<file path="config.mk">
export PLATFORM = sky130hd
export DESIGN_NAME = unified_mem_arbiter
export DESIGN_NICKNAME = d
export VERILOG_FILES = /design/src/rtl/unified_mem_arbiter.sv
export SDC_FILE = /design/constraint.sdc
export NUM_CORES = 1
export LEC_CHECK = 0
export CELL_PAD_IN_SITES_DETAIL_PLACEMENT = 2
export CELL_PAD_IN_SITES_GLOBAL_PLACEMENT = 2
export CORE_AREA = 2 2 147 149
export DETAILED_ROUTE_END_ITERATION = 12
export DIE_AREA = 0 0 149 151
export GPL_ROUTABILITY_DRIVEN = 1
export PLACE_DENSITY = 0.95
export SYNTH_ARGS = -nofsm -noshare
export SYNTH_HDL_FRONTEND = slang
export SYNTH_SLANG_ARGS = --single-unit
</file>
<file path="constraint.sdc">
create_clock -name clk -period 15.1 [get_ports clk]
set_input_delay 3.775 -clock clk [delete_from_list [all_inputs] [get_ports clk]]
set_output_delay 3.775 -clock clk [all_outputs]
set_load 0.02 [all_outputs]
</file>
<file path="src/rtl/unified_mem_arbiter.sv">
// Arbiter sharing one single-ported memory between the fetch (I) and data (D) ports.
// Optional macro DATA_PRIORITY_EN: D wins every tie instead of round-robin.
module unified_mem_arbiter #(
  parameter int ADDR_LEN = 32,
  parameter int DATA_LEN = 32,
  parameter int TIMEOUT  = 255
) (
  input  logic                clk,
  input  logic                rst,
  input  logic                i_req,
  input  logic [ADDR_LEN-1:0] i_addr,
  output logic [DATA_LEN-1:0] i_rdata,
  output logic                i_ready,
  input  logic                d_req,
  input  logic                d_we,
  input  logic [ADDR_LEN-1:0] d_addr,
  input  logic [DATA_LEN-1:0] d_wdata,
  output logic [DATA_LEN-1:0] d_rdata,
  output logic                d_ready,
  output logic                mem_req,
  output logic                mem_we,
  output logic [ADDR_LEN-1:0] mem_addr,
  output logic [DATA_LEN-1:0] mem_wdata,
  input  logic [DATA_LEN-1:0] mem_rdata,
  input  logic                mem_ready,
  output logic                bus_err
);

  localparam int              CNT_W    = (TIMEOUT > 1) ? $clog2(TIMEOUT) : 1;
  localparam bit              WD_EN    = (TIMEOUT != 0);
  localparam logic [CNT_W-1:0] CNT_LAST = CNT_W'((TIMEOUT > 0) ? TIMEOUT - 1 : 0);

  typedef enum logic [1:0] {IDLE, BUSY_I, BUSY_D} state_t;

  state_t              state_q, state_d;
  logic                last_grant_q, last_grant_d;  // 1 = D was granted last
  logic [CNT_W-1:0]    cnt_q, cnt_d;
  logic                mem_req_q, mem_req_d;
  logic                mem_we_q, mem_we_d;
  logic [ADDR_LEN-1:0] mem_addr_q, mem_addr_d;
  logic [DATA_LEN-1:0] mem_wdata_q, mem_wdata_d;
  logic [DATA_LEN-1:0] i_rdata_q, i_rdata_d;
  logic [DATA_LEN-1:0] d_rdata_q, d_rdata_d;
  logic                i_ready_q, i_ready_d;
  logic                d_ready_q, d_ready_d;
  logic                bus_err_q, bus_err_d;
  logic                i_elig, d_elig, pick_d, busy_d;

  always_ff @(posedge clk or posedge rst) begin
    if (rst) begin
      state_q      <= IDLE;
      last_grant_q <= 1'b1;
      cnt_q        <= '0;
      mem_req_q    <= 1'b0;
      mem_we_q     <= 1'b0;
      mem_addr_q   <= '0;
      mem_wdata_q  <= '0;
      i_rdata_q    <= '0;
      d_rdata_q    <= '0;
      i_ready_q    <= 1'b0;
      d_ready_q    <= 1'b0;
      bus_err_q    <= 1'b0;
    end else begin
      state_q      <= state_d;
      last_grant_q <= last_grant_d;
      cnt_q        <= cnt_d;
      mem_req_q    <= mem_req_d;
      mem_we_q     <= mem_we_d;
      mem_addr_q   <= mem_addr_d;
      mem_wdata_q  <= mem_wdata_d;
      i_rdata_q    <= i_rdata_d;
      d_rdata_q    <= d_rdata_d;
      i_ready_q    <= i_ready_d;
      d_ready_q    <= d_ready_d;
      bus_err_q    <= bus_err_d;
    end
  end

  always_comb begin
    state_d      = state_q;
    last_grant_d = last_grant_q;
    cnt_d        = cnt_q;
    mem_req_d    = mem_req_q;
    mem_we_d     = mem_we_q;
    mem_addr_d   = mem_addr_q;
    mem_wdata_d  = mem_wdata_q;
    i_rdata_d    = i_rdata_q;
    d_rdata_d    = d_rdata_q;
    i_ready_d    = 1'b0;
    d_ready_d    = 1'b0;
    bus_err_d    = 1'b0;
    busy_d       = (state_q == BUSY_D);

    // A port still showing its ready pulse is masked so a held req is not re-served.
    i_elig = i_req && !i_ready_q;
    d_elig = d_req && !d_ready_q;
`ifdef DATA_PRIORITY_EN
    pick_d = d_elig;
`else
    pick_d = d_elig && (!i_elig || !last_grant_q);
`endif

    case (state_q)
      IDLE: begin
        if (i_elig || d_elig) begin
          mem_req_d = 1'b1;
          cnt_d     = '0;
          if (pick_d) begin
            state_d      = BUSY_D;
            mem_we_d     = d_we;
            mem_addr_d   = d_addr;
            mem_wdata_d  = d_wdata;
            last_grant_d = 1'b1;
          end else begin
            state_d      = BUSY_I;
            mem_we_d     = 1'b0;
            mem_addr_d   = i_addr;
            last_grant_d = 1'b0;
          end
        end
      end
      BUSY_I, BUSY_D: begin
        if (mem_ready) begin
          mem_req_d = 1'b0;
          mem_we_d  = 1'b0;
          state_d   = IDLE;
          if (busy_d) begin
            d_ready_d = 1'b1;
            if (!mem_we_q) d_rdata_d = mem_rdata;
          end else begin
            i_ready_d = 1'b1;
            i_rdata_d = mem_rdata;
          end
        end else if (WD_EN && (cnt_q == CNT_LAST)) begin
          // Watchdog abort: complete the access with an error and a zero result.
          mem_req_d = 1'b0;
          mem_we_d  = 1'b0;
          bus_err_d = 1'b1;
          state_d   = IDLE;
          if (busy_d) begin
            d_ready_d = 1'b1;
            d_rdata_d = '0;
          end else begin
            i_ready_d = 1'b1;
            i_rdata_d = '0;
          end
        end else if (WD_EN) begin
          cnt_d = cnt_q + 1'b1;
        end
      end
      default: state_d = IDLE;
    endcase
  end

  assign i_rdata   = i_rdata_q;
  assign i_ready   = i_ready_q;
  assign d_rdata   = d_rdata_q;
  assign d_ready   = d_ready_q;
  assign mem_req   = mem_req_q;
  assign mem_we    = mem_we_q;
  assign mem_addr  = mem_addr_q;
  assign mem_wdata = mem_wdata_q;
  assign bus_err   = bus_err_q;

endmodule
</file>
==> flow_metrics.env <==
export IMPL_outcome="finished clean"
export IMPL_pin_count=267
export IMPL_synth_edf_count=0
export IMPL_final_common_cell="clkdlybuf4s50_1"
export IMPL_period_needed_ns=5.662
export IMPL_yosysTopAreaCellShare_pct=61.86
export IMPL_syn2layout_area_growth_pct=61.02
export IMPL_fp_dieH_um=151
export IMPL_max_vdd_ir_drop_mv=0.09816
export IMPL_final_cell_mix="clkdlybuf4s50_1 (266), dfrtp_1 (143), a22o_1 (98)"
export IMPL_cts_sinks=144
export IMPL_hp_class="reg -> reg"
export IMPL_path_max_fanout=60
export IMPL_crit_family="buffers and inverters"
export IMPL_setup_violations=0
export IMPL_yosys_register_bits=144
export IMPL_fp_dieArea_mm2=0.02250
export IMPL_dr_pass1_iters=4
export IMPL_hold_viol_final=0
export IMPL_p_per_area_mw_per_mm2=233.8
export IMPL_die_x_um=149
export IMPL_post_cts_resized=0
export IMPL_cts_setup_buffers=0
export IMPL_ys_flop_type="dfrtp_1"
export IMPL_wirelength_um=21980
export IMPL_cpMaxStageDelayCell="buf_4"
export IMPL_maxClockFrequency_mhz=176.6
export IMPL_skew_ns=0.01264
export IMPL_diodes=0
export IMPL_place_gp_congestion=0.7716
export IMPL_final_cells=962
export IMPL_avgSynthCellArea_um2=14.07
export IMPL_ys_seq_area_share_pct=62.32
export IMPL_dpl_cell_count=931
export IMPL_drv_slew=0
export IMPL_cp_start_kind="input port"
export IMPL_drc=0
export IMPL_initial_core_util_pct=27.78
export IMPL_synthTopCellsByArea="dfrtp_1 (62%), a22o_1 (15%), mux2_2 (5.8%)"
export IMPL_slowest_delay_ns=0.62
export IMPL_tritoncts="done"
export IMPL_antenna_found_initial=0
export IMPL_final_area_mm2=0.009314
export IMPL_ys_types=46
export IMPL_worstSetupPathType="in -> reg"
export IMPL_track_usage_pct=19.61
export IMPL_p_leak_nw=4.167
export IMPL_vias=4769
export IMPL_worstMarginPinSlew_ns=1.025
export IMPL_core_mm2=0.02082
export IMPL_max_slew_margin_pct=31.37
export IMPL_rsz0062_at_grt="no"
export IMPL_fin_nets=813
export IMPL_ctsHoldBuffers=0
export IMPL_viasPerCell=4.957
export IMPL_hold_slack_ns=0.5018
export IMPL_clockBufferDepth=2
export IMPL_numCtsBuffers=17
export IMPL_synthesis_instances=411
export IMPL_worstPathRequired_ns=15.39
export IMPL_clkTransAtPathRegs_ns=0.06
export IMPL_root_buffer="clkbuf_16"
export IMPL_clock_latency_ns=0.41
export IMPL_postRouteAntennaNets=0
export IMPL_critPathCaptureType="flip-flop"
export IMPL_async_reset_ff_share_pct=100.0
export IMPL_netlist_area_mm2=0.005784
export IMPL_htree_levels=4
export IMPL_grt_max_degree=75
export IMPL_dp_hpwl_um=15750
export IMPL_synthesis_nets=549
export IMPL_grt_pass1_vias=5436
export IMPL_grt_overflow_total=0
export IMPL_place_area_mm2=0.008697
export IMPL_setup_tns_ns=0
export IMPL_yosys_area_top_type="dfrtp_1"
export IMPL_grt_pass1_wl_um=33250
export IMPL_yosysWarnings=0
export IMPL_port_buffers=266
export IMPL_path_buf_inv=2
export IMPL_row_count=53
export IMPL_worst_endpoint_arrival_ns=5.95
export IMPL_cap_violations=0
export IMPL_wl_per_cell_um=22.85
export IMPL_period_share_pct=37.50
export IMPL_drive_above_1_share_pct=11.94
export IMPL_drtIter0Drc=141
export IMPL_crit_path_cell_trace="clkdlybuf4s50_1 -> and2b_1 -> nand2_1 -> a21oi_4 -> buf_4 -> mux2_2"
==> stage by stage <==
stage	setup WS [ns]	util (%)	power, mW
after global placement	9.126	41.77	1.682
after global routing	9.335	44.73	2.296
after detailed placement	9.038	41.77	1.742
after floorplan	7.460	-	1.223
after CTS	9.454	44.73	2.209
final	9.438	44.73	2.178
==> final cells by class <==
cell class	instances	area, um2
multi-input combinational	232	2009
inverter	9	38.79
timing repair buffer	271	2700
clock inverter	13	187.7
fill	2069	11510
sequential	144	3605
clock buffer	18	429.2
tap	275	344.1
==> path summary, 6_finish.rpt <==
path	start	end	slack [ns]	cells past startpoint
hold / removal	d_rdata[27]	d_rdata[27]	0.50	1
min in group asynchronous	rst	mem_wdata[17]	3.84	2
hold reg to reg	d_rdata[27]	d_rdata[27]	0.50	1
max in group asynchronous	rst	mem_wdata[21]	9.78	3
setup reg to reg	state_q[0]	mem_wdata[12]	12.62	6
setup / recovery	d_req	mem_wdata[12]	9.44	6
==> report_power, final <==
part / internal (mW) / total (mW) / switching (mW)
clock network: 0.277 / 0.450 / 0.173
registers: 0.564 / 0.682 / 0.118
logic: 0.517 / 1.05 / 0.529
total: 1.36 / 2.18 / 0.820
==> logic make-up after synthesis <==
logic type | after synthesis | share of synthesized area (%)
AOI/OAI and AO/OA | 158 | 23.02
adders and majority gates | 4 | 0.8653
buffers and inverters | 35 | 3.288
DFF | 144 | 62.32
muxes | 32 | 6.230
and+or+nand+nor | 38 | 4.283
==> flip-flops by register name (all words and copies together), names as in the netlist <==
name / count
mem_req: 1
mem_wdata: 32
d_ready: 1
mem_we: 1
i_rdata: 32
d_rdata: 32
cnt_q: 8
bus_err: 1
i_ready: 1
mem_addr: 32
state_q: 2
last_grant_q: 1
==> per-layer routing <==
layer  global-route usage (%)  routed length, um  share of wire, %
met5                        0                  0                 0
met4                    5.952                379               1.7
met3                    7.500               2128               9.7
met1                    21.36               8254                38
met2                    35.37              11220                51
==> cells in the mapped netlist (3+ instances only) <==
| cell type | n |
|---|---|
| a21o_1 | 34 |
| nor3_1 | 3 |
| and3_1 | 3 |
| dfrtp_1 | 143 |
| ha_1 | 4 |
| buf_2 | 17 |
| a22o_1 | 98 |
| nand3_1 | 5 |
| inv_1 | 9 |
| mux2_2 | 30 |
| buf_4 | 4 |
| a31oi_1 | 5 |
| buf_6 | 3 |
| nand2_1 | 8 |
| a21oi_1 | 3 |
No activity file was read; power rests on OpenSTA's default activity.
